File: src/rtl/alu_mul_if.sv
// Operand/result bundle between the picoMIPS decoder/register file and alu_mul.
// Latency: none; this only groups wires.
// Backpressure: busy tells upstream to stall; start is ignored while busy is high.
//
// Signals:
//   start   operation request, sampled only while busy=0
//   func    op code (ADD, SUB, AND, OR, PASSB, MULL, MULH, reserved)
//   a, b    operands (Rdata1, Rdata2 or immediate)
//   result  registered result to register file Wdata1
//   wr_en   one-cycle write pulse to register file w1
//   busy    multiply in progress
//   flag_z / flag_n / flag_c   zero, negative, carry/borrow
interface alu_mul_if #(
    parameter int n = 8
);
    logic         start;
    logic [2:0]   func;
    logic [n-1:0] a;
    logic [n-1:0] b;
    logic [n-1:0] result;
    logic         wr_en;
    logic         busy;
    logic         flag_z;
    logic         flag_n;
    logic         flag_c;

    // Upstream side: decoder / register file / PC stall logic.
    modport master (
        output start, func, a, b,
        input  result, wr_en, busy, flag_z, flag_n, flag_c
    );

    // Execute stage side.
    modport slave (
        input  start, func, a, b,
        output result, wr_en, busy, flag_z, flag_n, flag_c
    );
endinterface

File: src/rtl/alu_mul.sv
// picoMIPS execute stage: ADD/SUB/AND/OR/PASSB in one cycle, MULL/MULH by shift-add sequencer.
// Latency: single-cycle ops write at the start edge; multiplies write n edges after the start edge.
// Backpressure: busy is high while a multiply runs; start is ignored (not queued) while busy.
//
// Ports:
//   clk     system clock, rising edge
//   nReset  asynchronous active-low reset; discards any in-flight multiply
//   bus     alu_mul_if.slave: start/func/a/b in, result/wr_en/busy/flags out
module alu_mul #(
    parameter int n = 8
) (
    input  logic       clk,
    input  logic       nReset,
    alu_mul_if.slave   bus
);

    localparam int CW = (n > 1) ? $clog2(n) : 1;
    localparam logic [CW-1:0] LAST_ITER = CW'(n - 1);

    localparam logic [2:0] F_ADD   = 3'b000;
    localparam logic [2:0] F_SUB   = 3'b001;
    localparam logic [2:0] F_AND   = 3'b010;
    localparam logic [2:0] F_OR    = 3'b011;
    localparam logic [2:0] F_PASSB = 3'b100;
    localparam logic [2:0] F_MULL  = 3'b101;
    localparam logic [2:0] F_MULH  = 3'b110;

    typedef enum logic {
        IDLE = 1'b0,
        MUL  = 1'b1
    } state_t;

    state_t           state_q, state_d;
    logic [CW-1:0]    cnt_q, cnt_d;
    logic [n-1:0]     mcand_q, mcand_d;
    logic [2*n-1:0]   prod_q, prod_d;
    logic             neg_q, neg_d;
    logic             hi_q, hi_d;
    logic [n-1:0]     result_q, result_d;
    logic             wr_en_q, wr_en_d;
    logic             zf_q, zf_d;
    logic             nf_q, nf_d;
    logic             cf_q, cf_d;

    // Single-cycle datapath. One extra bit catches ADD carry-out and SUB borrow.
    logic [n:0]       add_sum;
    logic [n:0]       sub_diff;
    logic             is_mulh;
    logic [n-1:0]     abs_a;
    logic [n-1:0]     abs_b;

    assign add_sum  = {1'b0, bus.a} + {1'b0, bus.b};
    assign sub_diff = {1'b0, bus.a} - {1'b0, bus.b};
    assign is_mulh  = (bus.func == F_MULH);
    // Magnitudes for MULH. -128 maps to 8'h80, which is the correct unsigned magnitude.
    assign abs_a    = bus.a[n-1] ? -bus.a : bus.a;
    assign abs_b    = bus.b[n-1] ? -bus.b : bus.b;

    // One shift-add step. prod_q holds {partial_sum, remaining multiplier bits};
    // the add is n+1 bits wide so its carry shifts into the top of the product.
    logic [n:0]       step_sum;
    logic [2*n-1:0]   prod_step;
    logic [2*n-1:0]   prod_fin;

    assign step_sum  = {1'b0, prod_q[2*n-1:n]} + (prod_q[0] ? {1'b0, mcand_q} : {(n+1){1'b0}});
    assign prod_step = {step_sum, prod_q[n-1:1]};
    assign prod_fin  = neg_q ? -prod_step : prod_step;

    logic             load;
    logic [n-1:0]     new_res;
    logic             new_c;

    always_comb begin
        state_d  = state_q;
        cnt_d    = cnt_q;
        mcand_d  = mcand_q;
        prod_d   = prod_q;
        neg_d    = neg_q;
        hi_d     = hi_q;
        result_d = result_q;
        zf_d     = zf_q;
        nf_d     = nf_q;
        cf_d     = cf_q;
        wr_en_d  = 1'b0;
        load     = 1'b0;
        new_res  = '0;
        new_c    = 1'b0;

        case (state_q)
            IDLE: begin
                if (bus.start) begin
                    case (bus.func)
                        F_ADD: begin
                            load    = 1'b1;
                            new_res = add_sum[n-1:0];
                            new_c   = add_sum[n];
                        end
                        F_SUB: begin
                            load    = 1'b1;
                            new_res = sub_diff[n-1:0];
                            new_c   = sub_diff[n];
                        end
                        F_AND: begin
                            load    = 1'b1;
                            new_res = bus.a & bus.b;
                        end
                        F_OR: begin
                            load    = 1'b1;
                            new_res = bus.a | bus.b;
                        end
                        F_PASSB: begin
                            load    = 1'b1;
                            new_res = bus.b;
                        end
                        F_MULL, F_MULH: begin
                            // Latch operands so upstream may change a/b/func while busy.
                            state_d = MUL;
                            cnt_d   = '0;
                            hi_d    = is_mulh;
                            neg_d   = is_mulh & (bus.a[n-1] ^ bus.b[n-1]);
                            mcand_d = is_mulh ? abs_a : bus.a;
                            prod_d  = {{n{1'b0}}, (is_mulh ? abs_b : bus.b)};
                        end
                        default: ; // reserved op: hold everything, no write
                    endcase
                end
            end

            MUL: begin
                prod_d = prod_step;
                cnt_d  = cnt_q + CW'(1);
                if (cnt_q == LAST_ITER) begin
                    // Final iteration: sign-correct and write in the same edge.
                    state_d = IDLE;
                    cnt_d   = '0;
                    load    = 1'b1;
                    new_res = hi_q ? prod_fin[2*n-1:n] : prod_fin[n-1:0];
                    new_c   = 1'b0;
                end
            end

            default: state_d = IDLE;
        endcase

        if (load) begin
            result_d = new_res;
            zf_d     = (new_res == '0);
            nf_d     = new_res[n-1];
            cf_d     = new_c;
            wr_en_d  = 1'b1;
        end
    end

    always_ff @(posedge clk or negedge nReset) begin
        if (!nReset) begin
            state_q  <= IDLE;
            cnt_q    <= '0;
            mcand_q  <= '0;
            prod_q   <= '0;
            neg_q    <= 1'b0;
            hi_q     <= 1'b0;
            result_q <= '0;
            wr_en_q  <= 1'b0;
            zf_q     <= 1'b0;
            nf_q     <= 1'b0;
            cf_q     <= 1'b0;
        end else begin
            state_q  <= state_d;
            cnt_q    <= cnt_d;
            mcand_q  <= mcand_d;
            prod_q   <= prod_d;
            neg_q    <= neg_d;
            hi_q     <= hi_d;
            result_q <= result_d;
            wr_en_q  <= wr_en_d;
            zf_q     <= zf_d;
            nf_q     <= nf_d;
            cf_q     <= cf_d;
        end
    end

    assign bus.result = result_q;
    assign bus.wr_en  = wr_en_q;
    assign bus.busy   = (state_q == MUL);
    assign bus.flag_z = zf_q;
    assign bus.flag_n = nf_q;
    assign bus.flag_c = cf_q;

endmodule

File: src/flat_wrapper.sv
// flat-port wrapper written by rule: the top's interface ports become plain ports
module alu_mul_flat 
#(
    parameter int n = 8
)
  (clk, nReset, bus_start, bus_func, bus_a, bus_b, bus_result, bus_wr_en, bus_busy, bus_flag_z, bus_flag_n, bus_flag_c);
  alu_mul_if #(.n(n)) bus_i ();
  input  logic clk;
  input  logic nReset;
  input wire logic [$bits(bus_i.start)-1:0] bus_start;
  input wire logic [$bits(bus_i.func)-1:0] bus_func;
  input wire logic [$bits(bus_i.a)-1:0] bus_a;
  input wire logic [$bits(bus_i.b)-1:0] bus_b;
  output wire logic [$bits(bus_i.result)-1:0] bus_result;
  output wire logic [$bits(bus_i.wr_en)-1:0] bus_wr_en;
  output wire logic [$bits(bus_i.busy)-1:0] bus_busy;
  output wire logic [$bits(bus_i.flag_z)-1:0] bus_flag_z;
  output wire logic [$bits(bus_i.flag_n)-1:0] bus_flag_n;
  output wire logic [$bits(bus_i.flag_c)-1:0] bus_flag_c;
  assign bus_i.start = bus_start;
  assign bus_i.func = bus_func;
  assign bus_i.a = bus_a;
  assign bus_i.b = bus_b;
  assign bus_result = bus_i.result;
  assign bus_wr_en = bus_i.wr_en;
  assign bus_busy = bus_i.busy;
  assign bus_flag_z = bus_i.flag_z;
  assign bus_flag_n = bus_i.flag_n;
  assign bus_flag_c = bus_i.flag_c;
  alu_mul #(.n(n)) u_core (.clk(clk), .nReset(nReset), .bus(bus_i));
endmodule
File: config.mk
export PLATFORM = sky130hd
export DESIGN_NAME = alu_mul_flat
export DESIGN_NICKNAME = d
export VERILOG_FILES = /design/src/rtl/alu_mul_if.sv /design/src/rtl/alu_mul.sv /design/src/flat_wrapper.sv
export SDC_FILE = /design/constraint.sdc
export NUM_CORES = 1
export LEC_CHECK = 0
export CORE_UTILIZATION = 45
export CTS_CLUSTER_DIAMETER = 80
export CTS_CLUSTER_SIZE = 16
export DETAILED_ROUTE_END_ITERATION = 12
export PLACE_DENSITY = 0.7
export SLEW_MARGIN = 5
export SYNTH_ARGS = -nofsm -noshare
export SYNTH_HDL_FRONTEND = slang
export SYNTH_SLANG_ARGS = --single-unit
File: constraint.sdc
create_clock -name clk -period 4.67 [get_ports clk]
set_clock_uncertainty 0.15 [all_clocks]
set_input_delay 0.7005 -clock clk [delete_from_list [all_inputs] [get_ports clk]]
set_output_delay 0.7005 -clock clk [all_outputs]
set_load 0.05 [all_outputs]
# After elaboration in Yosys (flattened, before gate mapping)
# Index checks and enable logic that the tools add are counted.
# totals
output_inout_bits,13
elab_cells,68
input_bits,22
ff_bits,42
# classes
eq_ne,9
mux,30
bitwise_logic,5
n_reduce_logical,6
add_sub_neg,7
# ops
cell,count
8-bit 2-to-1 mux,8
16-bit 2-to-1 mux,3
8-bit case mux with 5 select lines,1
16-bit case mux with 2 select lines,1
16-bit negation,1
8-bit negation,2
8-bit case mux with 2 select lines,1
3-bit equality test (second input constant),4
8-bit by 8-bit adder with 9-bit output,1
8-bit by 9-bit adder with 9-bit output,1
3-bit 2-to-1 mux,3
8-bit by 8-bit subtractor with 9-bit output,1
8-bit AND,1
8-bit logical NOT,1
1-bit 2-to-1 mux,8
8-bit OR,1
1-bit case mux with 2 select lines,4
3-bit by 2-bit equality test with 1-bit output (second input constant),2
3-bit case mux with 2 select lines,1
5-bit OR reduction,1
2-bit inequality test (second input constant),2
3-bit by 1-bit adder with 3-bit output (second input constant),1
3-bit by 1-bit equality test with 1-bit output (second input constant),1
3-bit logical NOT,1
6 further kinds,6

# Logic depth before layout (Yosys ltp)
# depth
ltp_word,8
ltp_mapped,13
mapped_depth_nobuf,13

# Worst setup path before layout
# OpenSTA, ideal clock, no wires.
# synth_timing
path_type,reg2reg
startpoint,register u_core.prod_q[0]
endpoint,register u_core.nf_q (netlist: u_core.bus.flag_n)
arrival_time_ps,3097
t_required_ps,4395
setup_ps,125
path_buffers,0
synth_period_minus_slack_ps,3372
stages_incl_launch_ff,12
path_slack_ps,1298
cell_sequence,dfrtp_1 and2_1 ha_1 fa_1 or3_1 nor2_4 o221ai_2 a21oi_2 or4b_4 a211oi_2 o22ai_2 mux2_4
# synth_between
elab_chain_cells,7
# synth_rtl
element,line,text
from (decl),alu_mul.sv:36,"logic [2*n-1:0] prod_q, prod_d;"
from (signal assigned),alu_mul.sv:171,prod_q <= prod_d;
8-bit 2-to-1 mux *,alu_mul.sv:65,"assign step_sum = {1'b0, prod_q[2*n-1:n]} + (prod_q[0] ? {1'b0, mcand_q} : {(n+1){1'b0}});"
8-bit by 9-bit adder with 9-bit output *,alu_mul.sv:65,
16-bit negation,alu_mul.sv:67,assign prod_fin = neg_q ? -prod_step : prod_step;
16-bit 2-to-1 mux *,alu_mul.sv:67,
8-bit 2-to-1 mux *,alu_mul.sv:137,new_res = hi_q ? prod_fin[2*n-1:n] : prod_fin[n-1:0];
8-bit 2-to-1 mux *,alu_mul.sv:132,if (cnt_q == LAST_ITER) begin
8-bit case mux with 2 select lines *,alu_mul.sv:89,case (state_q)
to (signal assigned),alu_mul.sv:177,nf_q <= nf_d;
to (decl),alu_mul.sv:42,"logic nf_q, nf_d;"
# Mark *: on every way between the ends. The rest lies on a longest branch, timed or not.
# A chain may end at the register's enable or synchronous reset.

# Worst setup path in the final report
# layout_timing
startpoint,input bus_b[2]
endpoint,register u_core.nf_q (netlist: u_core.bus.flag_n)
# layout_between
elab_chain_cells,4
elab_cells_between_ends,5
cone_classes,add/sub: 2; mux: 3
# layout_rtl
element,line,text
from (decl),flat_wrapper.sv:13,input wire logic [$bits(bus_i.b)-1:0] bus_b;
8-bit by 8-bit subtractor with 9-bit output / 8-bit by 8-bit adder with 9-bit output (equally long branches),"alu_mul.sv:53, alu_mul.sv:52",
8-bit case mux with 5 select lines *,alu_mul.sv:92,case (bus.func)
8-bit 2-to-1 mux *,alu_mul.sv:91,if (bus.start) begin
8-bit case mux with 2 select lines *,alu_mul.sv:89,
# Marks and branches as above.

==> impl_metrics.ini <==
[status]
status = finished clean

[critical_path]
worstPathArrival_ns = 3.78
critical_path_depth = 12
path_max_fanout = 6
reg2reg_depth = 11
crit_type = in -> reg
cp_num_buf_inv = 2
cp_slowest_cell = clkdlybuf4s50_1
max_stage_delay_ns = 0.59
cp_top_family = compound AO/OA/AOI/OAI gates
start_kind = primary input
cp.required_ns = 4.71
critPathCaptureType = register
path_cells = clkdlybuf4s50_1 -> inv_1 -> ha_1 -> and2_1 -> a22o_1 -> o41a_1 -> a21oi_1 -> xor2_1 -> nor2_1 -> a211oi_1 -> o22ai_2 -> mux2_4

[power_and_ir_drop]
peakVddDrop_mv = 0.197
powerDensity_mw_per_mm2 = 553
cellLeakagePower_nw = 1.97

[clocking]
postCtsHoldBufs = 0
cts_buffers = 5
ctsResizeCount = 0
max-clock-path-buffers = 2
cts_tree = built
root_buffer = clkbuf_8
insertion_delay_ns = 0.30
clk_pin_slew_worst_paths_ns = 0.08
cts_num_sinks = 41
post_cts_buffers = 0
htree_levels = 2

[detailed_routing]
drc_errors = 0
ant_nets = 0
routedWlPerCell_um = 17.8
avgViaCountPerCell = 5.93
drt-total-wl_um = 10900
vias = 3635
first_pass_iters = 5
drt_iter0_markers = 291

[yosys]
synthCells = 482
postSynth.asyncResetShare_pct = 100
synth_top_area_cell = dfrtp_1
syn_area_per_cell_um2 = 8.12
synth_top_area_share_pct = 26.2
ys_seq_area_share_pct = 26.2
ys_ff_latch = 41
syn_area_mm2 = 0.00392
synth.top_cells.by_area = dfrtp_1, ha_1, a21oi_1
synth_nets = 544
synth.distinct_cells = 81
synthFlopType = dfrtp_1
synth_enable_flop_cells = 0
yosys_warnings = 0

[timing]
max_freq_mhz = 267
hold_ws_ns = 0.331
fin_crit_ns = 3.74
finalCritPeriodShare_pct = 80.2
finalSetupViolations = 0
maxSlewViolCount = 0
finalHoldViolCount = 0
rsz0062_at_grt = no
worst_pin_slew_ns = 0.921
slew_headroom_pct = 38.6
tns_ns = 0

[cells_and_area]
area_growth_pct = 13.7
fillers = 787
nets = 569
mostFrequentLayoutCell = nand2_1
drive_gt1_share_pct = 7.48
diodes = 0
final_cell_mix = nand2_1, a21oi_1, nor2_1, dfrtp_1, o21ai_0

[job]
cap_violations = 0

[floorplanning]
die_x_um = 95.3
die_y_um = 95.3
core-area_mm2 = 0.00830
dieArea_mm2 = 0.00908
rows = 33
start_util_pct = 47.2
io_pins = 35

[placement]
io_buffers = 34
place.gp.congestion = 0.998
dp_hpwl_um = 8490

[grt]
grt_pass1_wl_um = 17800
antenna_found_initial = 0
grt_max_degree = 42
grt_use_total_pct = 25.6
grt_overflow = 0
grt_pass1_vias = 3578

[min_path]
hp-class = reg -> reg
hold_path_depth = 1
==> per-layer routing <==
layer  up-vias  global-route usage, %  part of all wire [%]
li1       1769                      -                     -
met1      1718                   34.6                    46
met2       131                   41.1                    46
met3        17                   4.63                   6.6
met4         0                   8.59                   2.0
met5         -                      0                     0
==> cells in the mapped netlist, types with 3 or more instances <==
| library cell | n |
|---|---|
| nor3_1 | 6 |
| and3_1 | 3 |
| or3_1 | 3 |
| mux2i_1 | 4 |
| o21ai_0 | 40 |
| inv_1 | 31 |
| xor2_1 | 7 |
| buf_2 | 3 |
| xnor2_1 | 21 |
| o21bai_1 | 4 |
| buf_4 | 3 |
| a22oi_1 | 8 |
| fa_1 | 3 |
| a31oi_1 | 7 |
| a211oi_1 | 6 |
| nor2b_1 | 4 |
| dfrtp_1 | 41 |
| and2_1 | 9 |
| nand3_1 | 14 |
| ha_1 | 37 |
| o21a_1 | 3 |
| nor2_1 | 41 |
| a21o_1 | 8 |
| o22ai_1 | 5 |
| nand2_1 | 53 |
| a21oi_1 | 41 |
| clkbuf_1 | 14 |
==> state kept, by name, summed over array words and instances (netlist names) <==
register / count
u_core.prod_q: 16
u_core.mcand_q: 8
u_core.bus.result: 7
u_core.cnt_q: 3
u_core.bus.busy: 1
u_core.bus.flag_c: 1
u_core.bus.flag_n: 1
u_core.bus.flag_z: 1
u_core.bus.wr_en: 1
u_core.hi_q: 1
u_core.neg_q: 1
==> final timing paths <==
kind,from,to,slack [ns]
setup / recovery,bus_b[2],u_core.bus.flag_n,0.93
hold / removal,u_core.bus.result[5],u_core.bus.result[5],0.33
setup reg to reg,u_core.prod_q[0],u_core.bus.flag_n,1.04
hold reg to reg,u_core.bus.result[5],u_core.bus.result[5],0.33
max in group asynchronous,nReset,u_core.mcand_q[4],3.42
min in group asynchronous,nReset,u_core.bus.result[5],0.38
==> final cells by class <==
class	count	area, um^2	share of cell area, %
repair buffers	40	380	8.55
clock buffers	5	68.8	1.55
flip-flops and latches	41	1030	23.1
well taps	105	131	2.95
inverters	31	116	2.61
multi-input cells	388	2660	59.7
clock inverters	3	68.8	1.55
==> worst reg2reg max path: stages, from the launching register on <==
cell      delay, ns
dfrtp_1        0.45
and2_1         0.18
ha_1           0.22
fa_1           0.51
or3_1          0.45
nor2_4         0.13
o221ai_2       0.12
a21oi_2        0.17
or4b_4         0.49
a211oi_2       0.24
o22ai_2        0.13
mux2_4         0.27
==> power by group <==
part	switching (mW)	leakage (nW)	internal, mW	total (mW)
clock network	0.138	0.0687	0.215	0.354
logic	0.864	1.39	0.562	1.43
registers	0.168	0.513	0.515	0.683
total	1.17	1.97	1.29	2.46
==> kinds of logic after synthesis <==
kind of cell | count (synthesis) | synth area share, %
DFF | 41 | 26.2
and+or+nand+nor | 154 | 19.3
buffers and inverters | 53 | 5.88
xor gates and xnor gates | 29 | 6.68
muxes | 7 | 1.98
adders and majority gates | 40 | 13.4
AOI/OAI and AO/OA | 158 | 26.6
==> stage by stage <==
stage | total power [mW] | instance area [um^2] | instances | util (%) | setup slack (ns)
floorplan | 1.72 | 3920 | 482 | - | 1.30
global placement | 2.07 | 4310 | 605 | 52.0 | 0.674
global route | 2.65 | 4450 | 613 | 53.6 | 0.808
CTS | 2.46 | 4450 | 613 | 53.6 | 0.962
finish | 2.46 | 4450 | 613 | 53.6 | 0.926
detailed placement | 2.10 | 4310 | 605 | 52.0 | 0.653
Note: power is estimated with default switching activity, not from simulation.
